File: src/rtl/ide_bridge_pkg.sv
// Shared opcodes and FSM state type for the IDE SPI bridge.
package ide_bridge_pkg;

  localparam logic [7:0] CMD_STAT   = 8'h10;
  localparam logic [7:0] CMD_TF_RD  = 8'h11;
  localparam logic [7:0] CMD_TF_WR  = 8'h12;
  localparam logic [7:0] CMD_ACK    = 8'h13;
  localparam logic [7:0] CMD_ERR    = 8'h14;
  localparam logic [7:0] CMD_BUF_RD = 8'h15;
  localparam logic [7:0] CMD_BUF_WR = 8'h16;

  localparam logic [9:0] TF_REGS   = 10'd8;
  localparam logic [9:0] BUF_BYTES = 10'd512;

  typedef enum logic [2:0] {
    ST_CMD,
    ST_STAT,
    ST_TF_RD,
    ST_TF_WR,
    ST_BUF_RD,
    ST_BUF_WR,
    ST_SKIP
  } bridge_state_t;

endpackage

File: src/rtl/spi_byte_slave.sv
// Mode-0 SPI byte engine: pin synchronizers, rx/tx shift registers, byte_done pulse.
module spi_byte_slave (
  input  logic       clk,
  input  logic       reset_n,
  input  logic       spi_sck,
  input  logic       spi_ss_n,
  input  logic       spi_mosi,
  output logic       spi_miso,
  input  logic [7:0] tx_data,
  output logic       byte_done,
  output logic [7:0] rx,
  output logic       abort
);

  logic [2:0] sck_q;
  logic [1:0] ss_q;
  logic [1:0] mosi_q;
  logic [2:0] bit_cnt;
  logic [7:0] tx_sr;
  logic       sck_rise;
  logic       sck_fall;

  assign sck_rise = sck_q[1] & ~sck_q[2];
  assign sck_fall = ~sck_q[1] & sck_q[2];
  assign abort    = ss_q[1];
  assign spi_miso = tx_sr[7];

  always_ff @(posedge clk or negedge reset_n) begin
    if (!reset_n) begin
      sck_q     <= '0;
      ss_q      <= 2'b11;
      mosi_q    <= '0;
      bit_cnt   <= '0;
      rx        <= '0;
      byte_done <= 1'b0;
      tx_sr     <= 8'hFF;
    end else begin
      sck_q     <= {sck_q[1:0], spi_sck};
      ss_q      <= {ss_q[0], spi_ss_n};
      mosi_q    <= {mosi_q[0], spi_mosi};
      byte_done <= 1'b0;
      if (ss_q[1]) begin
        bit_cnt <= '0;
        tx_sr   <= 8'hFF;
      end else begin
        if (sck_rise) begin
          rx      <= {rx[6:0], mosi_q[1]};
          bit_cnt <= bit_cnt + 3'd1;
          if (bit_cnt == 3'd7) byte_done <= 1'b1;
        end
        // The fall after the 8th rise must not shift: the next byte's MSB is already out.
        if (byte_done) tx_sr <= tx_data;
        else if (sck_fall && bit_cnt != 3'd0) tx_sr <= {tx_sr[6:0], 1'b1};
      end
    end
  end

endmodule

File: src/rtl/ide_spi_bridge.sv
// SPI command decoder that turns firmware byte streams into ide task file / buffer strobes.
// state     | meaning
// ST_CMD    | waiting for the command byte of a session
// ST_STAT   | every byte returns {err, req_pend}
// ST_TF_RD  | streaming task file registers 0..7
// ST_TF_WR  | writing task file registers 0..7
// ST_BUF_RD | streaming the 512-byte sector buffer out
// ST_BUF_WR | filling the 512-byte sector buffer
// ST_SKIP   | ignore the rest of the session
module ide_spi_bridge
  import ide_bridge_pkg::*;
(
  input  logic       clk,
  input  logic       reset_n,
  input  logic       spi_sck,
  input  logic       spi_ss_n,
  input  logic       spi_mosi,
  output logic       spi_miso,
  input  logic       ide_req,
  output logic       ide_err,
  output logic       ide_ack,
  output logic [2:0] ide_reg_o_adr,
  input  logic [7:0] ide_reg_o,
  output logic       ide_reg_we,
  output logic [2:0] ide_reg_i_adr,
  output logic [7:0] ide_reg_i,
  output logic [8:0] ide_data_addr,
  input  logic [7:0] ide_data_o,
  output logic [7:0] ide_data_i,
  output logic       ide_data_rd,
  output logic       ide_data_we
);

  bridge_state_t state, state_nxt;
  logic [9:0] idx;
  logic       inc_q, inc_nxt, clr_idx;
  logic       req_pend;
  logic       byte_done, abort;
  logic [7:0] rx, tx_data, status;
  logic       ack_nxt, reg_we_nxt, rd_nxt, we_nxt;
  logic       err_set, err_clr, pend_clr;

  spi_byte_slave u_spi (
    .clk      (clk),
    .reset_n  (reset_n),
    .spi_sck  (spi_sck),
    .spi_ss_n (spi_ss_n),
    .spi_mosi (spi_mosi),
    .spi_miso (spi_miso),
    .tx_data  (tx_data),
    .byte_done(byte_done),
    .rx       (rx),
    .abort    (abort)
  );

  assign status        = {6'b0, ide_err, req_pend};
  assign ide_reg_o_adr = idx[2:0];
  assign ide_reg_i_adr = idx[2:0];
  assign ide_data_addr = idx[8:0];

  always_comb begin
    state_nxt  = state;
    tx_data    = 8'hFF;
    inc_nxt    = 1'b0;
    clr_idx    = 1'b0;
    ack_nxt    = 1'b0;
    reg_we_nxt = 1'b0;
    rd_nxt     = 1'b0;
    we_nxt     = 1'b0;
    err_set    = 1'b0;
    err_clr    = 1'b0;
    pend_clr   = 1'b0;
    if (abort) begin
      state_nxt = ST_CMD;
      clr_idx   = 1'b1;
    end else if (byte_done) begin
      case (state)
        ST_CMD: begin
          clr_idx = 1'b1;
          case (rx)
            CMD_STAT: begin
              state_nxt = ST_STAT;
              tx_data   = status;
            end
            CMD_TF_RD: begin
              state_nxt = ST_TF_RD;
              tx_data   = ide_reg_o;
              inc_nxt   = 1'b1;
            end
            CMD_TF_WR: state_nxt = ST_TF_WR;
            CMD_ACK: begin
              state_nxt = ST_SKIP;
              ack_nxt   = 1'b1;
              err_clr   = 1'b1;
              pend_clr  = 1'b1;
            end
            CMD_ERR: begin
              state_nxt = ST_SKIP;
              ack_nxt   = 1'b1;
              err_set   = 1'b1;
              pend_clr  = 1'b1;
            end
            CMD_BUF_RD: begin
              // Address 0 was prefetched while idle, so the first byte is ready now.
              state_nxt = ST_BUF_RD;
              tx_data   = ide_data_o;
              rd_nxt    = 1'b1;
              inc_nxt   = 1'b1;
              pend_clr  = 1'b1;
            end
            CMD_BUF_WR: begin
              state_nxt = ST_BUF_WR;
              pend_clr  = 1'b1;
            end
            default: state_nxt = ST_SKIP;
          endcase
        end
        ST_STAT: tx_data = status;
        ST_TF_RD: if (idx < TF_REGS) begin
          tx_data = ide_reg_o;
          inc_nxt = 1'b1;
        end
        ST_TF_WR: if (idx < TF_REGS) begin
          reg_we_nxt = 1'b1;
          inc_nxt    = 1'b1;
        end
        ST_BUF_RD: if (idx < BUF_BYTES) begin
          tx_data = ide_data_o;
          rd_nxt  = 1'b1;
          inc_nxt = 1'b1;
        end
        ST_BUF_WR: if (idx < BUF_BYTES) begin
          we_nxt  = 1'b1;
          inc_nxt = 1'b1;
        end
        default: ;
      endcase
    end
  end

  always_ff @(posedge clk or negedge reset_n) begin
    if (!reset_n) begin
      state       <= ST_CMD;
      idx         <= '0;
      inc_q       <= 1'b0;
      req_pend    <= 1'b0;
      ide_err     <= 1'b0;
      ide_ack     <= 1'b0;
      ide_reg_we  <= 1'b0;
      ide_data_rd <= 1'b0;
      ide_data_we <= 1'b0;
      ide_reg_i   <= '0;
      ide_data_i  <= '0;
    end else begin
      state       <= state_nxt;
      inc_q       <= inc_nxt;
      ide_ack     <= ack_nxt;
      ide_reg_we  <= reg_we_nxt;
      ide_data_rd <= rd_nxt;
      ide_data_we <= we_nxt;
      // idx advances the cycle after its strobe so the strobe sees the old address.
      if (clr_idx)    idx <= '0;
      else if (inc_q) idx <= idx + 10'd1;
      if (reg_we_nxt) ide_reg_i  <= rx;
      if (we_nxt)     ide_data_i <= rx;
      if (err_set)      ide_err <= 1'b1;
      else if (err_clr) ide_err <= 1'b0;
      if (ide_req)       req_pend <= 1'b1;
      else if (pend_clr) req_pend <= 1'b0;
    end
  end

endmodule
File: config.mk
export PLATFORM = sky130hd
export DESIGN_NAME = ide_spi_bridge
export DESIGN_NICKNAME = d
export VERILOG_FILES = /design/src/rtl/ide_bridge_pkg.sv /design/src/rtl/spi_byte_slave.sv /design/src/rtl/ide_spi_bridge.sv
export SDC_FILE = /design/constraint.sdc
export NUM_CORES = 1
export LEC_CHECK = 0
export ABC_AREA = 1
export CELL_PAD_IN_SITES_DETAIL_PLACEMENT = 0
export CELL_PAD_IN_SITES_GLOBAL_PLACEMENT = 1
export CORE_AREA = 2 2 95 97
export CTS_BUF_LIST = sky130_fd_sc_hd__clkbuf_2 sky130_fd_sc_hd__clkbuf_4 sky130_fd_sc_hd__clkbuf_8
export DETAILED_ROUTE_END_ITERATION = 12
export DIE_AREA = 0 0 97 99
export PLACE_DENSITY_LB_ADDON = 0.08
export SLEW_MARGIN = 20
export SYNTH_ARGS = -nofsm -noshare
export SYNTH_HDL_FRONTEND = slang
export SYNTH_SLANG_ARGS = --single-unit
export TNS_END_PERCENT = 5
File: constraint.sdc
create_clock -name clk -period 1.7 [get_ports clk]
set_clock_uncertainty 0.05 [all_clocks]
set_input_delay 0.34 -clock clk [delete_from_list [all_inputs] [get_ports clk]]
set_output_delay 0.34 -clock clk [all_outputs]
set_load 0.02 [all_outputs]
# ---- After elaboration in Yosys (flattened, before gate mapping)
# Cells that the tools add are included.
dict set report totals {
  reg_bits 63
  wordCells 114
  output_inout_bits 37
}
dict set report classes {
  reduce_logical 17
  bitwise 5
  mux 57
  n_eq_ne 13
  add_sub_neg 2
  magnitude_cmp 2
}
# op count
set ops {}
lappend ops {{$eq A8 B5 Y1 const B} 7}
lappend ops {{$mux W1} 40}
lappend ops {{$mux W8} 5}
lappend ops {{$pmux W8 S4} 1}
lappend ops {{$pmux W8 S3} 1}
lappend ops {{$mux W10} 2}
lappend ops {{$mux W3} 5}
lappend ops {{$pmux W3 S5} 1}
lappend ops {{$reduce_bool A2 Y1} 6}
lappend ops {{$add A10 B1 Y10 const B} 1}
lappend ops {{$lt A10 B10 Y1 const B} 1}
lappend ops {{$lt A10 B4 Y1 const B} 1}
lappend ops {{$eq A3 B3 Y1 const B} 3}
lappend ops {{$reduce_or A2 Y1} 4}
lappend ops {{$eq A3 B2 Y1 const B} 2}
lappend ops {{$reduce_bool A3 Y1} 2}
lappend ops {{$reduce_and A2 Y1} 2}
lappend ops {{$reduce_or A4 Y1} 1}
lappend ops {{$add A3 B1 Y3 const B} 1}
lappend ops {{$eq A3 B1 Y1 const B} 1}
lappend ops {{$logic_not A3 Y1} 1}
lappend ops {{$not A1 Y1} 3}
lappend ops {{$pmux W1 S3} 1}
lappend ops {{$and A1 B1 Y1} 2}
lappend ops {{other kinds (2)} 2}

# ---- Depth between registers and ports, before layout
# Gate-level depths: netlist of the first run.
dict set report depth {
  word_depth 8
  depth_mapped 11
  depth_no_buf 11
}

# ---- Hierarchy
# Synthesis of the first run repeated with hierarchy kept, for this count alone.
dict set report hier_totals {
  cells_unflattened 431
  hier_area_um2 3514.6
}
# mod instances area_each_um2 cells_each
set by_module_without_submodules {}
lappend by_module_without_submodules {ide_spi_bridge 1 2378.5 308}
lappend by_module_without_submodules {spi_byte_slave 1 1136.1 123}

# ---- Least setup slack after synthesis of the first run
# No wires, ideal clock.
dict set report synth_timing {
  kind {register to register}
  startpoint {reg idx[4]}
  endpoint {reg ide_reg_i[5]}
  arrival_ns 1.271
  required_time_ns 1.531
  setup_time_ns 0.119
  stages_incl_launch_ff 10
  path_slack_ns 0.261
  cell_sequence {dfrtp_1 -> inv_1 -> nand2_1 -> nor2_1 -> nand3_2 -> inv_2 -> nand4_4 -> buf_6 -> nand2_1 -> o21ai_2}
}
dict set report synth_via {
  elab_chain_len 5
}
# element line_no
set synth_lines {}
lappend synth_lines {{start: declaration} ide_spi_bridge.sv:35} ;# logic [9:0] idx;
lappend synth_lines {{start signal: assignment} ide_spi_bridge.sv:163} ;# else if (inc_q) idx <= idx + 10'd1;
lappend synth_lines {{$lt A10 B4 Y1} ide_spi_bridge.sv:123} ;# ST_TF_WR: if (idx < TF_REGS) begin
lappend synth_lines {{$mux W1} ide_spi_bridge.sv:123}
lappend synth_lines {{$mux W1} ide_spi_bridge.sv:77} ;# case (state)
lappend synth_lines {{$mux W1} ide_spi_bridge.sv:76} ;# end else if (byte_done) begin
lappend synth_lines {{$mux W1} ide_spi_bridge.sv:73} ;# if (abort) begin
lappend synth_lines {{end signal: assignment} ide_spi_bridge.sv:164} ;# if (reg_we_nxt) ide_reg_i <= rx;
lappend synth_lines {{end: declaration} ide_spi_bridge.sv:26} ;# output logic [7:0] ide_reg_i,
# No other way between the ends.
# A chain may end at the register's enable or synchronous reset.

# ---- Final worst setup path of the first run
dict set report layout_timing {
  startpoint {reg u_spi.tx_sr[7]}
  endpoint {out spi_miso}
}
# element line_no
set layout_rtl {}
lappend layout_rtl {{start: declaration} spi_byte_slave.sv:19} ;# logic [7:0] tx_sr;
lappend layout_rtl {{start signal: assignment} spi_byte_slave.sv:52} ;# if (byte_done) tx_sr <= tx_data;
lappend layout_rtl {{start signal: assignment} spi_byte_slave.sv:53} ;# else if (sck_fall && bit_cnt != 3'd0) tx_sr <= {tx_sr[6:0], 1'b1};
lappend layout_rtl {{end: declaration} ide_spi_bridge.sv:18} ;# output logic spi_miso,
# No word-level cell between the ends.

==> flow_summary.toml, run 1 <==
[outcome]
outcome = "completed"

[power_and_ir_drop]
seqPwrFrac_pct = 47.9
pwr-share-comb_pct = 17.3
p_clk_share_pct = 34.8
intPower_uw = 2360
switchingPower_uw = 1050
power_uw = 3410
switching_share_pct = 30.8
p_leak_uw = 0.00218
power_density_nw_per_um2 = 803
peakVddDrop_v = 0.000482

[finish]
diodes = 0
fin_nets = 513
multiInputGateArea_um2 = 1420
drive_gt1_share_pct = 16.3
regArea_um2 = 1590
stdcell_count = 600
n_fill_cell = 848
area_growth_pct = 26.8

[yosys]
synth_area_leaders = "dfrtp_1, nand2_1, dfstp_2"
synth_top_cell_by_area = "dfrtp_1"
yosys_warnings = 0
synth_top_family_by_area = "simple AND/OR/NAND/NOR gates"
synthAdderAreaFrac_pct = 1.50
yosysUniqueCellTypes = 37
syn_area_per_cell_um2 = 7.96
syn_inst = 420
synth_mux_area_share_pct = 0
synth_xor_area_share_pct = 0.786
synth_edf_count = 0
seq_area_frac_synth_pct = 47.5
yosysTopAreaCellShare_pct = 39.7
synthArstFlopShare_pct = 100
synth_compound_area_share_pct = 12.1
syn_area_um2 = 3340
synth_fp_nets = 446
synth_flop_cell = "dfrtp_1"
ys_ff_latch = 63
synthSimpleGateAreaFrac_pct = 27.5

[setup_path]
crit_required_ns = 1.31
worst-path-buf-inv = 1
critPathTopFamily = "flip-flops"
critPathArrivalTime_ns = 1.19
path_class = "reg -> out"
crit_fanout = 2
max_stage_delay_ns = 0.53
crit_chain = "dlygate4sd2_1"
critPathSlowestCell = "dfstp_2"
critPathCaptureType = "output pin"
cp-start-kind = "flip-flop"

[route]
vias = 2877
wl_per_cell_um = 13.9
ant_nets = 0
first_pass_iters = 4
vias_per_cell = 4.80
drc_errors = 0
wirelength_um = 8310
drtIter0Drc = 126

[clock_tree]
cts_tree = "done"
insertion_delay_ns = 0.34
cts-buffers-inserted = 9
cts_sinks = 63
root_buffer = "clkbuf_8"
ctsLongestPathBuffers = 2
clkTransAtPathRegs_ns = 0.07
htreeDepth = 3

[placement]
dp_cells = 582
place_hpwl_um = 6050
gp_congestion = 0.864
dp_slack_ns = 0.0816
io_buffers = 58

[min_path]
hold_path.class = "reg -> reg"

[sta]
finalWorstSetupSlack_ns = 0.123
worstMarginPinSlew_ns = 0.393
fin_tns_setup_ns = 0
fin_crit_sh_pct = 92.8
finalSetupViolCount = 0
fmax_mhz = 634
final.min_clock_period_ns = 1.58
slew_viol_final = 0
finalHoldViolations = 0
maxSlewHeadroom_pct = 73.8
rsz0062_at_grt = "false"

[global_routing]
antenna_found_initial = 0
grt_pass1_vias = 2853
grt_start_max_net_pins = 41
grt_pass1_wl_um = 14000
grt_usage_pct = 18.3
overflow = 0

[floorplanning]
initial_core_util_pct = 39.1
die_w_um = 97
rows = 34
fp.coreArea_um2 = 8550
ioPinCount = 59
die_h_um = 99
dieArea_um2 = 9600

[run]
max_cap_viol_count = 0
final timing paths:
kind / startpoint / endpoint / slack (ns) / cells past startpoint
worst max-delay path: u_spi.tx_sr[7] / spi_miso / 0.12 / 1
worst min-delay path: u_spi.mosi_q[0] / u_spi.mosi_q[1] / 0.31 / 0
worst max register to register: state[0] / u_spi.tx_sr[0] / 0.14 / 8
worst min register to register: u_spi.mosi_q[0] / u_spi.mosi_q[1] / 0.31 / 0
max in group asynchronous: reset_n / u_spi.ss_q[1] / 0.84 / 3
min in group asynchronous: reset_n / idx[3] / 0.45 / 3
cells in the mapped netlist (3+ instances only):
master / instances
nor2_1: 45
inv_2: 6
nand2_1: 115
dfstp_2: 10
o21ai_2: 8
nor3_1: 4
a21oi_1: 8
nand2_2: 3
dfrtp_1: 53
inv_1: 45
nand3_1: 28
nand4_1: 4
buf_4: 17
ha_1: 4
o21ai_0: 42
per-layer routing:
layer / up-vias / routed length (um) / track usage, %
met2: 68 / 3870 / 30.1
met3: 13 / 339 / 4.54
li1: 1462 / - / -
met1: 1334 / 3940 / 23.8
met4: 0 / 164 / 5.96
met5: - / 0 / 0
cells in the final DEF (no fill, tap or decap), types with 8 or more instances in the layout:
| cell | instances |
|---|---|
| nand2_1 | 114 |
| dfrtp_1 | 52 |
| inv_1 | 42 |
| nor2_1 | 42 |
| o21ai_0 | 42 |
| dlygate4sd2_1 | 34 |
| nand3_1 | 28 |
| clkdlybuf4s50_1 | 20 |
| buf_4 | 14 |
| dfstp_2 | 10 |
| clkbuf_8 | 9 |
| inv_2 | 8 |
| o21ai_2 | 8 |
| a21oi_1 | 8 |
repair_timing:
item,4_1_cts,5_1_grt
setup endpoints to repair,34,22
hold endpoints to repair,53,0
gates resized for setup,34,15
hold buffers,1,0
setup buffers,0,1
pin swaps,0,3
worst reg2reg max path, cell delays in order, from the launching register on:
cell and delay (ns):
dfrtp_1 0.45, inv_2 0.14, nand2_1 0.15, nor2_4 0.21
o21ai_0 0.11, and2_1 0.16, nand2_1 0.06, nor2_1 0.04
a21oi_1 0.13
through the flow:
step                area [um^2]  hold slack, ns  util [%]
finish                     4240           0.307      49.6
global route               4240           0.313      49.6
CTS                        4190           0.309      49.0
detailed placement         4050           0.293      47.3
global placement           4050           0.283      47.3
floorplan                  3340        -0.00559         -
kinds of logic after synthesis:
group | count (synthesis)
compound gates | 67
simple gates | 210
fa+ha+maj | 4
xor+xnor | 3
buf+inv | 73
flops | 63
flip-flops by register name (all words and copies together) (netlist names), 3 cells and up:
register	cells
u_spi.rx	8
idx	10
u_spi.sck_q	3
ide_reg_i	8
state	3
u_spi.bit_cnt	3
ide_data_i	8
u_spi.tx_sr	8
power by group through the flow:
stage	combinational [uW]	sequential, uW	clock (uW)
after floorplan	324	1650	0
after global placement	576	1660	0
after detailed placement	575	1660	0
after CTS	578	1630	1230
final	589	1630	1180
after global routing	678	1640	1320
area by class of cell:
class / count / share of cell area, %
sequential: 63 / 37.5
multi-input combinational: 284 / 33.5
timing repair buffer: 76 / 16.9
inverter: 53 / 4.78
tap: 108 / 3.19
clock buffer: 10 / 3.10
clock inverter: 6 / 1.03
No activity file was read; power rests on OpenSTA's default activity.
==> run 2, diff against run 1 <==
--- a/config.mk
+++ b/config.mk
@@ -13,6 +13,7 @@
 export DETAILED_ROUTE_END_ITERATION = 12
 export DIE_AREA = 0 0 97 99
 export PLACE_DENSITY_LB_ADDON = 0.08
+export SKIP_LAST_GASP = 1
 export SLEW_MARGIN = 20
 export SYNTH_ARGS = -nofsm -noshare
 export SYNTH_HDL_FRONTEND = slang
==> run 2 against run 1 <==
Against the previous run:
- the flow now finishes with violations (setup timing)
- non-clock buffer count shrank 1
- via count grew 0.49%
- die area is the same
- sequential share of layout area is essentially flat
- core utilization shrank 0.059 points
- register-to-register slack lost 0.07 ns
- first-iteration DRC count grew 16%
- critical path depth is the same
- count of clock-buffer cells in the layout is the same
- global-route usage shrank 0.11 points
- largest cell class unchanged
- highest routed layer unchanged
==> flow_summary.toml, run 2 (synthesized netlist as in run 1, its figures left out) <==
[setup_path]
cp-start-kind = "flip-flop"
rrSetupSlack_ns = 0.07
crit_required_ns = 1.31
crit_fanout = 7
critPathArrivalTime_ns = 1.44
critPathSlowestCell = "clkdlybuf4s50_1"
reg2reg_from = "u_spi.rx[6]"
path_class = "reg -> out"
critPathTopFamily = "buffers and inverters"
critPathCaptureType = "output pin"
worstReg2RegEnd = "u_spi.tx_sr[0]"
max_stage_delay_ns = 0.64
crit_chain = "clkdlybuf4s50_1"
reg2reg_depth = 8
worst-path-buf-inv = 1

[route]
first_pass_iters = 4
wirelength_um = 8310
vias_per_cell = 4.83
wl_per_cell_um = 13.9
ant_nets = 0
vias = 2891
drtIter0Drc = 146
drc_errors = 0

[power_and_ir_drop]
power_density_nw_per_um2 = 799
peakVddDrop_v = 0.000482
p_leak_uw = 0.00199

[sta]
finalWorstSetupSlack_ns = -0.128
fmax_mhz = 547
rsz0062_at_grt = "true"
finalSetupViolCount = 19
final.min_clock_period_ns = 1.83
maxSlewHeadroom_pct = 72.7
finalHoldViolations = 0
worstMarginPinSlew_ns = 0.409
timing.hold.ws_ns = 0.307
slew_viol_final = 0
fin_crit_sh_pct = 108

[min_path]
whs_path_depth = 0
hold_path.class = "reg -> reg"
hold_end = "u_spi.mosi_q[1]"
min_from = "u_spi.mosi_q[0]"

[floorplanning]
fp.coreArea_um2 = 8550
die_h_um = 99
initial_core_util_pct = 39.1
dieArea_um2 = 9600
rows = 34
die_w_um = 97
ioPinCount = 59

[global_routing]
grt_start_max_net_pins = 41
overflow = 0
antenna_found_initial = 0
grt_pass1_vias = 2835
grt_usage_pct = 18.2
grt_pass1_wl_um = 13900

[clock_tree]
cts_sinks = 63
htreeDepth = 3
cts_tree = "done"
clkTransAtPathRegs_ns = 0.08
ctsLongestPathBuffers = 2
root_buffer = "clkbuf_8"
cts-buffers-inserted = 9
insertion_delay_ns = 0.34

[outcome]
outcome = "complete, but fails checks"
violations = "setup timing"

[placement]
place_hpwl_um = 6050
io_buffers = 58
dp_slack_ns = 0.0816
gp_congestion = 0.864

[finish]
largest_reg_flops = 10
area_growth_pct = 26.6
drive_gt1_share_pct = 14.5
fin_nets = 512
final_common_cell = "nand2_1"
n_fill_cell = 842
diodes = 0
top_register = "idx"
final_cell_mix = "nand2_1, clkdlybuf4s50_1, dfrtp_1"

[run]
max_cap_viol_count = 0
-- run 2: cell types whose count changed in the layout (fill, tap and decap cells not counted), sizes merged --
cell | before | now
dlymetal6s2s | 3 | 2
clkdlybuf4s50 | 20 | 54
dlygate4sd2 | 34 | 1
buf | 18 | 17
-- run 2: where the power goes --
part / switching [uW] / internal [uW]
Sequential: 45.6 / 1580
Clock: 633 / 553
Combinational: 357 / 211
Total: 1040 / 2350
-- run 2: worst max-delay path by stage --
| stage | start | to | slack (ns) | cells after the start |
|---|---|---|---|---|
| after detailed placement | u_spi.rx[6] | u_spi.tx_sr[0] | 0.08 | 8 |
| final | idx[3] | ide_data_addr[3] | -0.13 | 1 |
| after global placement | u_spi.rx[6] | u_spi.tx_sr[0] | 0.12 | 8 |
| after floorplan | idx[4] | ide_reg_i[5] | 0.26 | 9 |
| after global routing | idx[2] | ide_data_addr[2] | -0.20 | 1 |
| after CTS | idx[0] | ide_reg_o_adr[0] | -0.15 | 1 |
-- run 2: cell type report --
| type | instances | area, um^2 | area share, % |
|---|---|---|---|
| tap | 108 | 135 | 3.19 |
| multi-input combinational | 284 | 1400 | 33.1 |
| timing repair buffer | 75 | 734 | 17.3 |
| inverter | 53 | 200 | 4.73 |
| clock buffer | 10 | 131 | 3.10 |
| clock inverter | 6 | 43.8 | 1.03 |
| sequential | 63 | 1590 | 37.5 |
-- run 2: per-layer routing --
metal	wire length, um	vias up	track usage [%]
li1	-	1460	-
met1	3980	1350	23.8
met2	3880	70	29.8
met3	331	11	4.54
met4	125	0	5.96
met5	0	-	0
-- run 2: what timing repair did --
| item | CTS | global route |
|---|---|---|
| gates resized for setup | 1 | 2 |
| setup endpoints to repair | 34 | 55 |
| hold buffers | 1 | 0 |
| hold endpoints to repair | 53 | 0 |
| buffers inserted | 0 | 0 |
-- run 2: metrics by stage --
stage	utilization (%)	setup TNS [ns]	total power, uW	cells	instance area (um^2)
floorplan	-	0	1980	420	3340
detailed placement	47.3	0	2230	582	4050
finish	49.5	-1.30	3380	599	4230
global route	49.5	-4.56	3610	599	4230
global placement	47.3	0	2230	582	4050
CTS	49.5	-2.16	3440	599	4230
==> run 3, diff against run 2 <==
--- a/config.mk
+++ b/config.mk
@@ -8,14 +8,15 @@
 export ABC_AREA = 1
 export CELL_PAD_IN_SITES_DETAIL_PLACEMENT = 0
 export CELL_PAD_IN_SITES_GLOBAL_PLACEMENT = 1
-export CORE_AREA = 2 2 95 97
-export CTS_BUF_LIST = sky130_fd_sc_hd__clkbuf_2 sky130_fd_sc_hd__clkbuf_4 sky130_fd_sc_hd__clkbuf_8
+export CORE_AREA = 2 2 98 100
+export CTS_BUF_LIST = sky130_fd_sc_hd__clkbuf_16
 export DETAILED_ROUTE_END_ITERATION = 12
-export DIE_AREA = 0 0 97 99
+export DIE_AREA = 0 0 100 102
 export PLACE_DENSITY_LB_ADDON = 0.08
 export SKIP_LAST_GASP = 1
 export SLEW_MARGIN = 20
 export SYNTH_ARGS = -nofsm -noshare
 export SYNTH_HDL_FRONTEND = slang
+export SYNTH_HIERARCHICAL = 1
 export SYNTH_SLANG_ARGS = --single-unit
 export TNS_END_PERCENT = 5
==> run 3 against run 2 <==
Against the previous run:
- the flow still finishes with violations (setup timing)
- count of clock-buffer cells in the layout down 1
- worst setup slack improved by 0.019 ns
- critical path depth unchanged
- non-clock buffer count increased by 18
- cell count increased by 4.8%
==> flow_summary.toml, run 3 <==
[placement]
place_hpwl_um = 6170
dp_slack_ns = 0.0674
dpl_cell_area_um2 = 4320
gp_congestion = 0.797
io_buffers = 58

[clock_tree]
cts_sinks = 63
post_cts_buffers = 0
cts_tree = "done"
insertion_delay_ns = 0.33
ctsLongestPathBuffers = 2
clkTransAtPathRegs_ns = 0.06
cts-buffers-inserted = 9
root_buffer = "clkbuf_16"
htreeDepth = 3

[finish]
area_growth_pct = 33.1
largest_reg_flops = 10
final_common_cell = "nand2_1"
fin_nets = 538
utilization_pct = 51.3
final_cell_mix = "nand2_1, clkdlybuf4s50_1, dfrtp_1"
top_register = "idx"
design_area_um2 = 4680
drive_gt1_share_pct = 20.5
diodes = 0

[outcome]
violations = "setup timing"
outcome = "complete, but fails checks"

[run]
max_cap_viol_count = 0

[setup_path]
crit_chain = "clkdlybuf4s50_1"
critPathSlowestCell = "clkdlybuf4s50_1"
crit_fanout = 7
critPathArrivalTime_ns = 1.42
rrSetupSlack_ns = 0.04
path_class = "reg -> out"
worst-path-buf-inv = 1
cp-start-kind = "flip-flop"
critPathCaptureType = "output pin"
crit_required_ns = 1.31
critPathTopFamily = "buffers and inverters"
max_stage_delay_ns = 0.65

[sta]
rsz0062_at_grt = "true"
fmax_mhz = 553
fin_crit_sh_pct = 106
worstMarginPinSlew_ns = 0.394
finalWorstSetupSlack_ns = -0.109
fin_tns_setup_ns = -1.21
finalSetupViolCount = 14
finalHoldViolations = 0
maxSlewHeadroom_pct = 73.8
final.min_clock_period_ns = 1.81
slew_viol_final = 0
timing.hold.ws_ns = 0.297

[route]
ant_nets = 0
wirelength_um = 8430
vias = 3014
drtIter0Drc = 113
first_pass_iters = 7
vias_per_cell = 4.80
drc_errors = 0
wl_per_cell_um = 13.4

[global_routing]
grt_usage_pct = 18.3
grt_pass1_wl_um = 14800
grt_start_max_net_pins = 64
grt_pass1_vias = 3065
overflow = 0
antenna_found_initial = 0

[floorplanning]
dieArea_um2 = 10200
initial_core_util_pct = 38.6
rows = 35
die_w_um = 100
die_h_um = 102
ioPinCount = 59
fp.coreArea_um2 = 9110

[yosys]
synth_flop_cell = "dfrtp_1"
syn_area_per_cell_um2 = 8.15
synth_fp_nets = 457
seq_area_frac_synth_pct = 45.2
synth_top_cell_by_area = "dfrtp_1"
synth_most_common_cell = "nand2_1"
ys_ff_latch = 63
yosysTopAreaCellShare_pct = 37.7
yosys_warnings = 6
syn_inst = 431
synth_commonest_cells = "nand2_1, dfrtp_1, inv_1"
syn_area_um2 = 3510
synthArstFlopShare_pct = 100
yosysUniqueCellTypes = 39
synth_edf_count = 0
synth_area_leaders = "dfrtp_1, nand2_1, dfstp_2"

[power_and_ir_drop]
power_density_nw_per_um2 = 933
p_leak_uw = 0.00224
peakVddDrop_v = 0.000517

[min_path]
hold_path.class = "reg -> reg"
==> run 3: cell types whose count changed after synthesis, sizes merged, moves of 2 or more <==
cell,change
buf,+3
nand2,+7
a21oi,+2
nor3,-2
nor2,-11
o21ai,-12
nand3,+14
o21a,+4
o211ai,+6
nor4,-2
nand4,+4
==> run 3: per-layer routing <==
metal	vias up	GRT usage (%)	wire length, um
li1	1547	-	-
met1	1388	24.9	4070
met2	70	29.1	3850
met3	9	4.31	400
met4	0	5.80	106
met5	-	0	0
==> run 3: kinds of logic (layout without fill, tap and decap cells) <==
logic type	count (synthesis)	after routing	synth area share, %
compound gates	65	65	12.6
xor+xnor	4	4	0.997
fa+ha+maj	4	4	1.42
buf+inv	75	161	10.8
flops	63	63	45.2
simple gates	220	220	29.0
==> run 3: report_power, final <==
| group | total, uW | internal (uW) | switching (uW) |
|---|---|---|---|
| clock | 2120 | 1440 | 684 |
| sequential | 1640 | 1600 | 48.2 |
| combinational | 598 | 252 | 346 |
==> run 3: layout make-up <==
type | instances | area (um^2)
Timing Repair Buffer | 93 | 855
Multi-Input combinational cell | 293 | 1550
Inverter | 52 | 203
Clock buffer | 9 | 225
Sequential cell | 63 | 1590
Clock inverter | 7 | 119
Tap cell | 111 | 139
Fill cell | 897 | 4430
==> run 3: final timing paths <==
path                                start          endpoint  cells past startpoint
min reg2reg                u_spi/sck_q[0]    u_spi/sck_q[1]                      0
min                        u_spi/sck_q[0]    u_spi/sck_q[1]                      0
max                                idx[2]  ide_reg_o_adr[2]                      1
max in group asynchronous         reset_n    u_spi/tx_sr[5]                      3
min in group asynchronous         reset_n            idx[5]                      3
max reg2reg                      state[0]    u_spi/tx_sr[1]                     11
==> run 3: through the flow <==
stage               total power (uW)  cells
floorplan                       1980    431
detailed placement              2280    611
global route                    4570    628
global placement                2280    611
finish                          4360    628
CTS                             4430    628
==> run 3: repair_timing <==
item                                    in CTS  in global routing
endpoints found under the setup margin      20                 39
hold buffers                                 1                  0
pin swaps                                    0                  0
hold endpoints to repair                    52                  0
gates resized for setup                      1                  1
